[config.mk]
export PLATFORM = sky130hd
export DESIGN_NAME = sram_port_arbiter_flat
export DESIGN_NICKNAME = d
export VERILOG_FILES = /design/src/rtl/sram_arb_pkg.sv /design/src/rtl/sram_port_arbiter_if.sv /design/src/rtl/sram_port_arbiter_rr_pick2.sv /design/src/rtl/sram_port_arbiter.sv /design/src/flat_wrapper.sv
export SDC_FILE = /design/constraint.sdc
export NUM_CORES = 1
export LEC_CHECK = 0
export ABC_CLOCK_PERIOD_IN_PS = 2750
export CAP_MARGIN = 15
export CORE_ASPECT_RATIO = 1.4
export CORE_MARGIN = 2
export CORE_UTILIZATION = 40
export DETAILED_ROUTE_END_ITERATION = 8
export HOLD_SLACK_MARGIN = 0.08
export PLACE_DENSITY = 0.76
export SYNTH_ARGS = -nofsm -noshare
export SYNTH_HDL_FRONTEND = slang
export SYNTH_SLANG_ARGS = --single-unit
[constraint.sdc]
create_clock -name clk -period 2.75 [get_ports clk]
set_clock_uncertainty 0.15 [all_clocks]
set_input_delay 0.55 -clock clk [delete_from_list [all_inputs] [get_ports clk]]
set_output_delay 0.55 -clock clk [all_outputs]
set_load 0.02 [all_outputs]
[src/rtl/sram_arb_pkg.sv]
// sram_arb_pkg: shared widths and FSM encoding for the SRAM port arbiter
package sram_arb_pkg;
  localparam int ADDR_W = 19;
  localparam int DATA_W = 16;
  localparam int CNT_W = 4;
  typedef enum logic [1:0] {
    IDLE   = 2'd0,
    ACCESS = 2'd1,
    DONE   = 2'd2
  } state_e;
endpackage

[src/rtl/sram_port_arbiter_if.sv]
// sram_port_arbiter_if: two-requester request/grant/done bus into the SRAM arbiter
interface sram_port_arbiter_if;
  import sram_arb_pkg::*;
  logic              req0, req1;
  logic              we0, we1;
  logic [ADDR_W-1:0] addr0, addr1;
  logic [DATA_W-1:0] wdata0, wdata1;
  logic              gnt0, gnt1;
  logic              done0, done1;
  logic [DATA_W-1:0] rdata;
  modport master (
    output req0, req1, we0, we1, addr0, addr1, wdata0, wdata1,
    input  gnt0, gnt1, done0, done1, rdata
  );
  modport slave (
    input  req0, req1, we0, we1, addr0, addr1, wdata0, wdata1,
    output gnt0, gnt1, done0, done1, rdata
  );
endinterface

[src/rtl/sram_port_arbiter_rr_pick2.sv]
// rr_pick2: combinational 2-way picker, round-robin or port-0 fixed priority on ties
module rr_pick2 (
  input  logic [1:0] req_i,
  input  logic       last_i,
  input  logic       fixed_i,
  output logic       sel_o,
  output logic       valid_o
);
  assign valid_o = |req_i;
  assign sel_o = &req_i ? (!fixed_i && !last_i) : req_i[1];
endmodule

[src/rtl/sram_port_arbiter.sv]
// sram_port_arbiter: serialises two requesters onto one SRAM controller with registered strobes
module sram_port_arbiter
  import sram_arb_pkg::*;
#(
  parameter int ACCESS_CYC = 2,
  parameter bit FIXED_PRIO = 1'b0
) (
  input  logic              clk,
  input  logic              rst_n,
  sram_port_arbiter_if.slave bus,
  output logic              sram_selec_o,
  output logic              sram_write_o,
  output logic              sram_read_o,
  output logic [ADDR_W-1:0] sram_addr_wr_o,
  output logic [DATA_W-1:0] sram_data_in_o,
  input  logic [DATA_W-1:0] sram_data_out_i,
  output logic              busy_o
);
  state_e            state_q, state_d;
  logic [CNT_W-1:0]  cnt_q, cnt_d;
  logic              last_q, last_d, port_q, port_d, we_q, we_d;
  logic [ADDR_W-1:0] addr_q, addr_d;
  logic [DATA_W-1:0] wdata_q, wdata_d, rdata_q, rdata_d;
  logic [1:0]        gnt_q, gnt_d, done_q, done_d;
  logic              selec_q, selec_d, wr_q, wr_d, rd_q, rd_d;
  logic              pick_sel, pick_valid;

  rr_pick2 u_pick (
    .req_i   ({bus.req1, bus.req0}),
    .last_i  (last_q),
    .fixed_i (FIXED_PRIO),
    .sel_o   (pick_sel),
    .valid_o (pick_valid)
  );

  // next state, operand latching and registered-output next values
  always_comb begin
    state_d = state_q;
    cnt_d   = cnt_q;
    last_d  = last_q;
    port_d  = port_q;
    we_d    = we_q;
    addr_d  = addr_q;
    wdata_d = wdata_q;
    rdata_d = rdata_q;
    gnt_d   = '0;
    done_d  = '0;
    unique case (state_q)
      IDLE: if (pick_valid) begin
        state_d         = ACCESS;
        cnt_d           = CNT_W'(ACCESS_CYC - 1);
        last_d          = pick_sel;
        port_d          = pick_sel;
        we_d            = pick_sel ? bus.we1 : bus.we0;
        addr_d          = pick_sel ? bus.addr1 : bus.addr0;
        wdata_d         = pick_sel ? bus.wdata1 : bus.wdata0;
        gnt_d[pick_sel] = 1'b1;
      end
      ACCESS: if (cnt_q == '0) begin
        state_d        = DONE;
        done_d[port_q] = 1'b1;
        rdata_d        = we_q ? rdata_q : sram_data_out_i;
      end else begin
        cnt_d = cnt_q - 1'b1;
      end
      DONE:    state_d = IDLE;
      default: state_d = IDLE;
    endcase
    selec_d = state_d == ACCESS;
    wr_d    = selec_d && we_d;
    rd_d    = selec_d && !we_d;
  end

  // state and every output are registered; reset aborts any access silently
  always_ff @(posedge clk or negedge rst_n) begin
    if (!rst_n) begin
      state_q <= IDLE;
      cnt_q   <= '0;
      last_q  <= 1'b1;
      port_q  <= 1'b0;
      we_q    <= 1'b0;
      addr_q  <= '0;
      wdata_q <= '0;
      rdata_q <= '0;
      gnt_q   <= '0;
      done_q  <= '0;
      selec_q <= 1'b0;
      wr_q    <= 1'b0;
      rd_q    <= 1'b0;
    end else begin
      state_q <= state_d;
      cnt_q   <= cnt_d;
      last_q  <= last_d;
      port_q  <= port_d;
      we_q    <= we_d;
      addr_q  <= addr_d;
      wdata_q <= wdata_d;
      rdata_q <= rdata_d;
      gnt_q   <= gnt_d;
      done_q  <= done_d;
      selec_q <= selec_d;
      wr_q    <= wr_d;
      rd_q    <= rd_d;
    end
  end

  assign bus.gnt0       = gnt_q[0];
  assign bus.gnt1       = gnt_q[1];
  assign bus.done0      = done_q[0];
  assign bus.done1      = done_q[1];
  assign bus.rdata      = rdata_q;
  assign sram_selec_o   = selec_q;
  assign sram_write_o   = wr_q;
  assign sram_read_o    = rd_q;
  assign sram_addr_wr_o = addr_q;
  assign sram_data_in_o = wdata_q;
  assign busy_o         = state_q != IDLE;
endmodule
[src/flat_wrapper.sv]
// flat-port wrapper written by rule: the top's interface ports become plain ports
module sram_port_arbiter_flat import sram_arb_pkg::*;
#(
  parameter int ACCESS_CYC = 2,
  parameter bit FIXED_PRIO = 1'b0
)
  (clk, rst_n, sram_selec_o, sram_write_o, sram_read_o, sram_addr_wr_o, sram_data_in_o, sram_data_out_i, busy_o, bus_req0, bus_req1, bus_we0, bus_we1, bus_addr0, bus_addr1, bus_wdata0, bus_wdata1, bus_gnt0, bus_gnt1, bus_done0, bus_done1, bus_rdata);
  sram_port_arbiter_if bus_i ();
  input  logic clk;
  input  logic rst_n;
  output logic sram_selec_o;
  output logic sram_write_o;
  output logic sram_read_o;
  output logic [ADDR_W-1:0] sram_addr_wr_o;
  output logic [DATA_W-1:0] sram_data_in_o;
  input  logic [DATA_W-1:0] sram_data_out_i;
  output logic busy_o;
  input wire logic [$bits(bus_i.req0)-1:0] bus_req0;
  input wire logic [$bits(bus_i.req1)-1:0] bus_req1;
  input wire logic [$bits(bus_i.we0)-1:0] bus_we0;
  input wire logic [$bits(bus_i.we1)-1:0] bus_we1;
  input wire logic [$bits(bus_i.addr0)-1:0] bus_addr0;
  input wire logic [$bits(bus_i.addr1)-1:0] bus_addr1;
  input wire logic [$bits(bus_i.wdata0)-1:0] bus_wdata0;
  input wire logic [$bits(bus_i.wdata1)-1:0] bus_wdata1;
  output wire logic [$bits(bus_i.gnt0)-1:0] bus_gnt0;
  output wire logic [$bits(bus_i.gnt1)-1:0] bus_gnt1;
  output wire logic [$bits(bus_i.done0)-1:0] bus_done0;
  output wire logic [$bits(bus_i.done1)-1:0] bus_done1;
  output wire logic [$bits(bus_i.rdata)-1:0] bus_rdata;
  assign bus_i.req0 = bus_req0;
  assign bus_i.req1 = bus_req1;
  assign bus_i.we0 = bus_we0;
  assign bus_i.we1 = bus_we1;
  assign bus_i.addr0 = bus_addr0;
  assign bus_i.addr1 = bus_addr1;
  assign bus_i.wdata0 = bus_wdata0;
  assign bus_i.wdata1 = bus_wdata1;
  assign bus_gnt0 = bus_i.gnt0;
  assign bus_gnt1 = bus_i.gnt1;
  assign bus_done0 = bus_i.done0;
  assign bus_done1 = bus_i.done1;
  assign bus_rdata = bus_i.rdata;
  sram_port_arbiter #(.ACCESS_CYC(ACCESS_CYC), .FIXED_PRIO(FIXED_PRIO)) u_core (.clk(clk), .rst_n(rst_n), .bus(bus_i), .sram_selec_o(sram_selec_o), .sram_write_o(sram_write_o), .sram_read_o(sram_read_o), .sram_addr_wr_o(sram_addr_wr_o), .sram_data_in_o(sram_data_in_o), .sram_data_out_i(sram_data_out_i), .busy_o(busy_o));
endmodule
== Word level (Yosys, flattened, before mapping) ==
Cells that the tools add are included.

* Flip-flop bits (word level): 67
* Input bits: 92
* Word-level logic and storage cells: 58

* $add $sub $neg: 1
* Order comparisons: 4
* Equality and inequality tests: 4
* Mux-type cells: 20
* Bitwise operators: 1
* Reduce and logical (&&, ||, !) cells: 15

{| class="wikitable"
|+ Operators with widths
! operator !! count
|-
| 19-bit two-way mux || 1
|-
| 16-bit two-way mux || 1
|-
| 2-bit two-way mux || 6
|-
| 4-bit two-way mux || 2
|-
| 4-bit one-hot mux with 2 select lines || 1
|-
| 1-bit two-way mux || 6
|-
| 3-bit AND reduction || 2
|-
| 2-bit by 1-bit equality test with 1-bit output (second input constant) || 2
|-
| 1-bit logical AND || 4
|-
| 4-bit logical NOT || 1
|-
| 1-bit by 2-bit < comparator with 1-bit output (second input constant) || 2
|-
| 2-bit one-hot mux with 2 select lines || 1
|-
| 2-bit AND reduction || 2
|-
| 2-bit nonzero test || 2
|-
| 4-bit by 1-bit subtractor with 4-bit output (second input constant) || 1
|-
| 1-bit demux with 1-bit select || 2
|-
| 1-bit >= comparator (second input constant) || 2
|-
| 1-bit logical NOT || 2
|-
| 2-bit logical NOT || 1
|-
| 2-bit by 1-bit inequality test with 1-bit output (second input constant) || 1
|-
| 2-bit inequality test (second input constant) || 1
|-
| 2-bit OR reduction || 1
|-
| 1-bit NOT || 1
|}

== Longest topological paths before layout ==
* Depth in word-level cells: 8
* Mapped depth: 7
* Depth with buffers taken out: 5

== Hierarchy ==
A second synthesis with hierarchy kept.

* Cells, all modules: 246
* Area total of the unflattened synthesis: 2907.8 µm²

{| class="wikitable"
|+ Modules (own cells, without submodules)
! module !! instances !! cells an instance !! area each (µm²) !! sequential area each (µm²)
|-
| sram_port_arbiter || 1 || 243 || 2890.3 || 1677.9
|-
| rr_pick2 || 1 || 3 || 17.5 || 0.0
|}

== Worst setup path before layout ==
OpenSTA, ideal clock, no wires.

* Path type: register to register
* From: register u_core.cnt_q[0]
* To: register u_core.rdata_q[10], in the netlist u_core.bus.rdata[10]
* Library setup time: 125 ps
* Data arrival time: 1874 ps
* Data required time: 2475 ps
* Slack: 601 ps
* Cell stages (with the launch flop): 8
* Buffers on the path: 2
* Clock period less this slack: 2149 ps
* Cell sequence: dfrtp_1 inv_1 ha_1 or3b_1 buf_6 nor3_4 buf_12 mux2_4

* Cells in the longest elaborated chain, start to end: 2

{| class="wikitable"
|+ Ends and longest elaborated chain
! item !! line !! text
|-
| start, declared || sram_port_arbiter.sv:20 || <nowiki>logic [CNT_W-1:0] cnt_q, cnt_d;</nowiki>
|-
| start signal, assigned || sram_port_arbiter.sv:92 || <nowiki>cnt_q <= cnt_d;</nowiki>
|-
| 4-bit logical NOT || sram_port_arbiter.sv:59 || <nowiki>ACCESS: if (cnt_q == '0) begin</nowiki>
|-
| 3-bit AND reduction (no line) || n/a ||
|-
| end signal, assigned || sram_port_arbiter.sv:98 || <nowiki>rdata_q <= rdata_d;</nowiki>
|-
| end, declared || sram_port_arbiter.sv:23 || <nowiki>logic [DATA_W-1:0] wdata_q, wdata_d, rdata_q, rdata_d;</nowiki>
|}

No other way between the ends.
A chain may end at the register's enable or synchronous reset.

== Final worst setup path ==
* From: register u_core.state_q[0]
* To: output busy_o

* Cells in the longest elaborated chain, start to end: 1

{| class="wikitable"
|+ Ends and longest elaborated chain
! item !! line !! text
|-
| start, declared || sram_port_arbiter.sv:19 || <nowiki>state_e state_q, state_d;</nowiki>
|-
| start signal, assigned || sram_port_arbiter.sv:91 || <nowiki>state_q <= state_d;</nowiki>
|-
| 2-bit nonzero test || sram_port_arbiter.sv:117 || <nowiki>assign busy_o = state_q != IDLE;</nowiki>
|-
| end, declared || flat_wrapper.sv:17 || <nowiki>output logic busy_o;</nowiki>
|}

No other way between the ends.

==> flow_metrics.env <==
export IMPL_status="complete, no violations"
export IMPL_post_cts_setup_buffer_count=0
export IMPL_layout_drive_gt1_share=0.121
export IMPL_grt_max_degree=68
export IMPL_netlist_area_mm2=0.00297
export IMPL_layout_nets=495
export IMPL_post_cts_resize_count=0
export IMPL_period_share=0.861
export IMPL_die_area_mm2=0.00814
export IMPL_yosys_area_share_adder=0.00842
export IMPL_synth_compound_area_share=0.149
export IMPL_core_area_mm2=0.00727
export IMPL_vias=2558
export IMPL_start_util=0.409
export IMPL_slew_viol_final=0
export IMPL_multi_input_area_mm2=0.00119
export IMPL_tns_ps=0
export IMPL_antenna_found_initial=0
export IMPL_hp_class="in2async"
export IMPL_power_leakage_nw=2.07
export IMPL_cts_root_buffer="clkbuf_8"
export IMPL_drt_initial_drc_count=129
export IMPL_timing_fmax_mhz=422
export IMPL_ir_worst_vdd_mv=0.546
export IMPL_p_total_mw=5.14
export IMPL_fillers=607
export IMPL_min_period_ps=2370
export IMPL_required_ps=2050
export IMPL_path_cells="nor2_1, inv_1, clkdlybuf4s50_1"
export IMPL_drt_pre_antenna_iters=4
export IMPL_final_util=0.660
export IMPL_power_density_mw_per_mm2=1070
export IMPL_numCtsBuffers=9
export IMPL_final_common_cell="clkdlybuf4s50_1"
export IMPL_gr_total_overflow=0
export IMPL_critPathMaxStageDelay_ps=580
export IMPL_reg2reg_slack_ps=490
export IMPL_wl_mm=7.96
export IMPL_drv_cap=0
export IMPL_worstSetupStartpointType="register"
export IMPL_endpoint_kind="output port"
export IMPL_clk_pin_slew_ps=60
export IMPL_synth_top_family_by_area="multiplexers"
export IMPL_ys_warn_count=0
export IMPL_ys_ff_latch=67
export IMPL_clk_path_buf_depth=2
export IMPL_rsz0062_at_grt="false"
export IMPL_yosysTopAreaCell="dfrtp_1"
export IMPL_post_drt_wl_per_cell_um=15.8
export IMPL_worstPathArrival_ps=1670
export IMPL_die_x_um=76.8
export IMPL_fp_row_count=37
export IMPL_drc=0
export IMPL_hold_viol_final=0
export IMPL_gp_congestion=0.806
export IMPL_holdBufCountCts=0
export IMPL_avgSynthCellArea_um2=12.0
export IMPL_regArea_mm2=0.00168
export IMPL_vias_per_cell=5.10
export IMPL_cts_sinks=67
export IMPL_yosysSeqAreaShare=0.565
export IMPL_synth_mux_area_frac=0.198
export IMPL_synth_top_cell_area_share=0.556
export IMPL_chipHeight_um=106
export IMPL_syn_nets=342
export IMPL_area_growth_pct=61.5
export IMPL_synthCells=248
export IMPL_grt_pass1_wl_mm=13.0
export IMPL_antennaDiodeCount=0
export IMPL_num_io_pins=151
export IMPL_slowest_stage="clkdlybuf4s50_1"
export IMPL_cts_tree="built"
export IMPL_synth_area_top_cells="dfrtp_1 (56%), mux2i_1 (12%), o21ai_0 (12%)"
export IMPL_grt_pass1_vias=2641
export IMPL_yosys_area_share_simple=0.0379
export IMPL_ys_types=30
export IMPL_grtUsageTotal=0.204
export IMPL_cp_max_fo=3
export IMPL_insertion_delay_ps=340
export IMPL_max_slew_worst_pin_slew_ps=527
export IMPL_setup_viol=0
export IMPL_htreeDepth=3
export IMPL_layout_common_cells="clkdlybuf4s50_1 (149), o21ai_0 (70), dfrtp_1 (66), mux2i_1 (36), clkbuf_8 (14)"
export IMPL_slew_headroom=0.648
export IMPL_crit_type="reg2out"
export IMPL_hpwl_mm=5.96
export IMPL_ant_nets=0
export IMPL_port_buffers=150
export IMPL_synthXorXnorAreaFrac=0
## kinds of logic (layout without fill, tap and decap cells)
family | Yosys count | after routing
AO/OA/AOI/OAI | 82 | 82
flip-flops | 67 | 67
multiplexers | 53 | 53
buffers and inverters | 25 | 182
AND/OR/NAND/NOR | 19 | 19
adder cells (fa/ha/maj) | 2 | 2
## flip-flops by register name, summed over array words and instances, names as in the netlist
register / flops
u_core.sram_read_o: 1
u_core.sram_write_o: 1
u_core.bus.rdata: 16
u_core.we_q: 1
u_core.port_q: 1
u_core.cnt_q: 4
u_core.sram_data_in_o: 16
u_core.state_q: 2
u_core.done_q: 2
u_core.last_q: 1
u_core.gnt_q: 2
u_core.sram_selec_o: 1
u_core.sram_addr_wr_o: 19
## through the flow
stage,hold slack (ps),std cells,setup slack [ps],area [um^2]
2_1_floorplan,104,248,601,2970
3_3_place_gp,297,487,473,4600
3_5_place_dp,310,487,438,4600
4_1_cts,89.8,502,357,4800
5_1_grt,104,502,275,4800
6_report,84.2,502,381,4800
## where the power goes
group / switching [mW] / internal (mW) / total [mW]
sequential: 0.237 / 1.46 / 1.70
combinational: 1.35 / 1.30 / 2.66
clock: 0.340 / 0.444 / 0.784
total: 1.93 / 3.21 / 5.14
## area by class of cell
cell class / instances / area share
clock buffers: 14 / 0.0402
inverters: 6 / 0.00469
well taps: 97 / 0.0253
flip-flops and latches: 67 / 0.350
clock inverters: 1 / 0.00104
multi-input cells: 156 / 0.247
repair buffers: 161 / 0.332
## critical path: cells and delay by family, from the launching register on
| kind | cells | cell delay, ps |
|---|---|---|
| flops | 1 | 390 |
| buf+inv | 2 | 670 |
| simple gates | 1 | 280 |
## worst paths after layout
path,from,endpoint,cells past startpoint
min,rst_n,u_core.sram_addr_wr_o[2],2
min in group clk,u_core.port_q,u_core.done_q[0],1
max reg2reg,u_core.cnt_q[0],u_core.bus.rdata[15],6
min reg2reg,u_core.port_q,u_core.done_q[0],1
max,u_core.state_q[0],busy_o,3
max in group asynchronous,rst_n,u_core.last_q,2
## synthesized netlist by cell type
library cell,count
o21ai_0,71
dfrtp_1,66
mux2i_1,36
clkbuf_1,13
mux2_4,10
mux2_2,7
inv_1,6
nor2_1,5
buf_2,4
o22ai_1,3
a21boi_0,2
a21o_1,2
a221o_1,2
ha_1,2
nand3_1,2
nor3_1,2
nor4_1,2
a2bb2o_1,1
and2_1,1
and3_1,1
buf_12,1
buf_6,1
dfstp_2,1
nand2_1,1
nand2b_1,1
nor2b_1,1
nor3_4,1
nor3b_1,1
o221ai_1,1
or3b_1,1
## metal layers
metal,vias up,wire [um],global-route usage
met5,-,0,0
met4,0,212,0.0909
met3,16,430,0.0543
met2,98,4200,0.354
met1,1243,3110,0.234
li1,1201,-,-
Note: power is estimated with default switching activity, not from simulation.
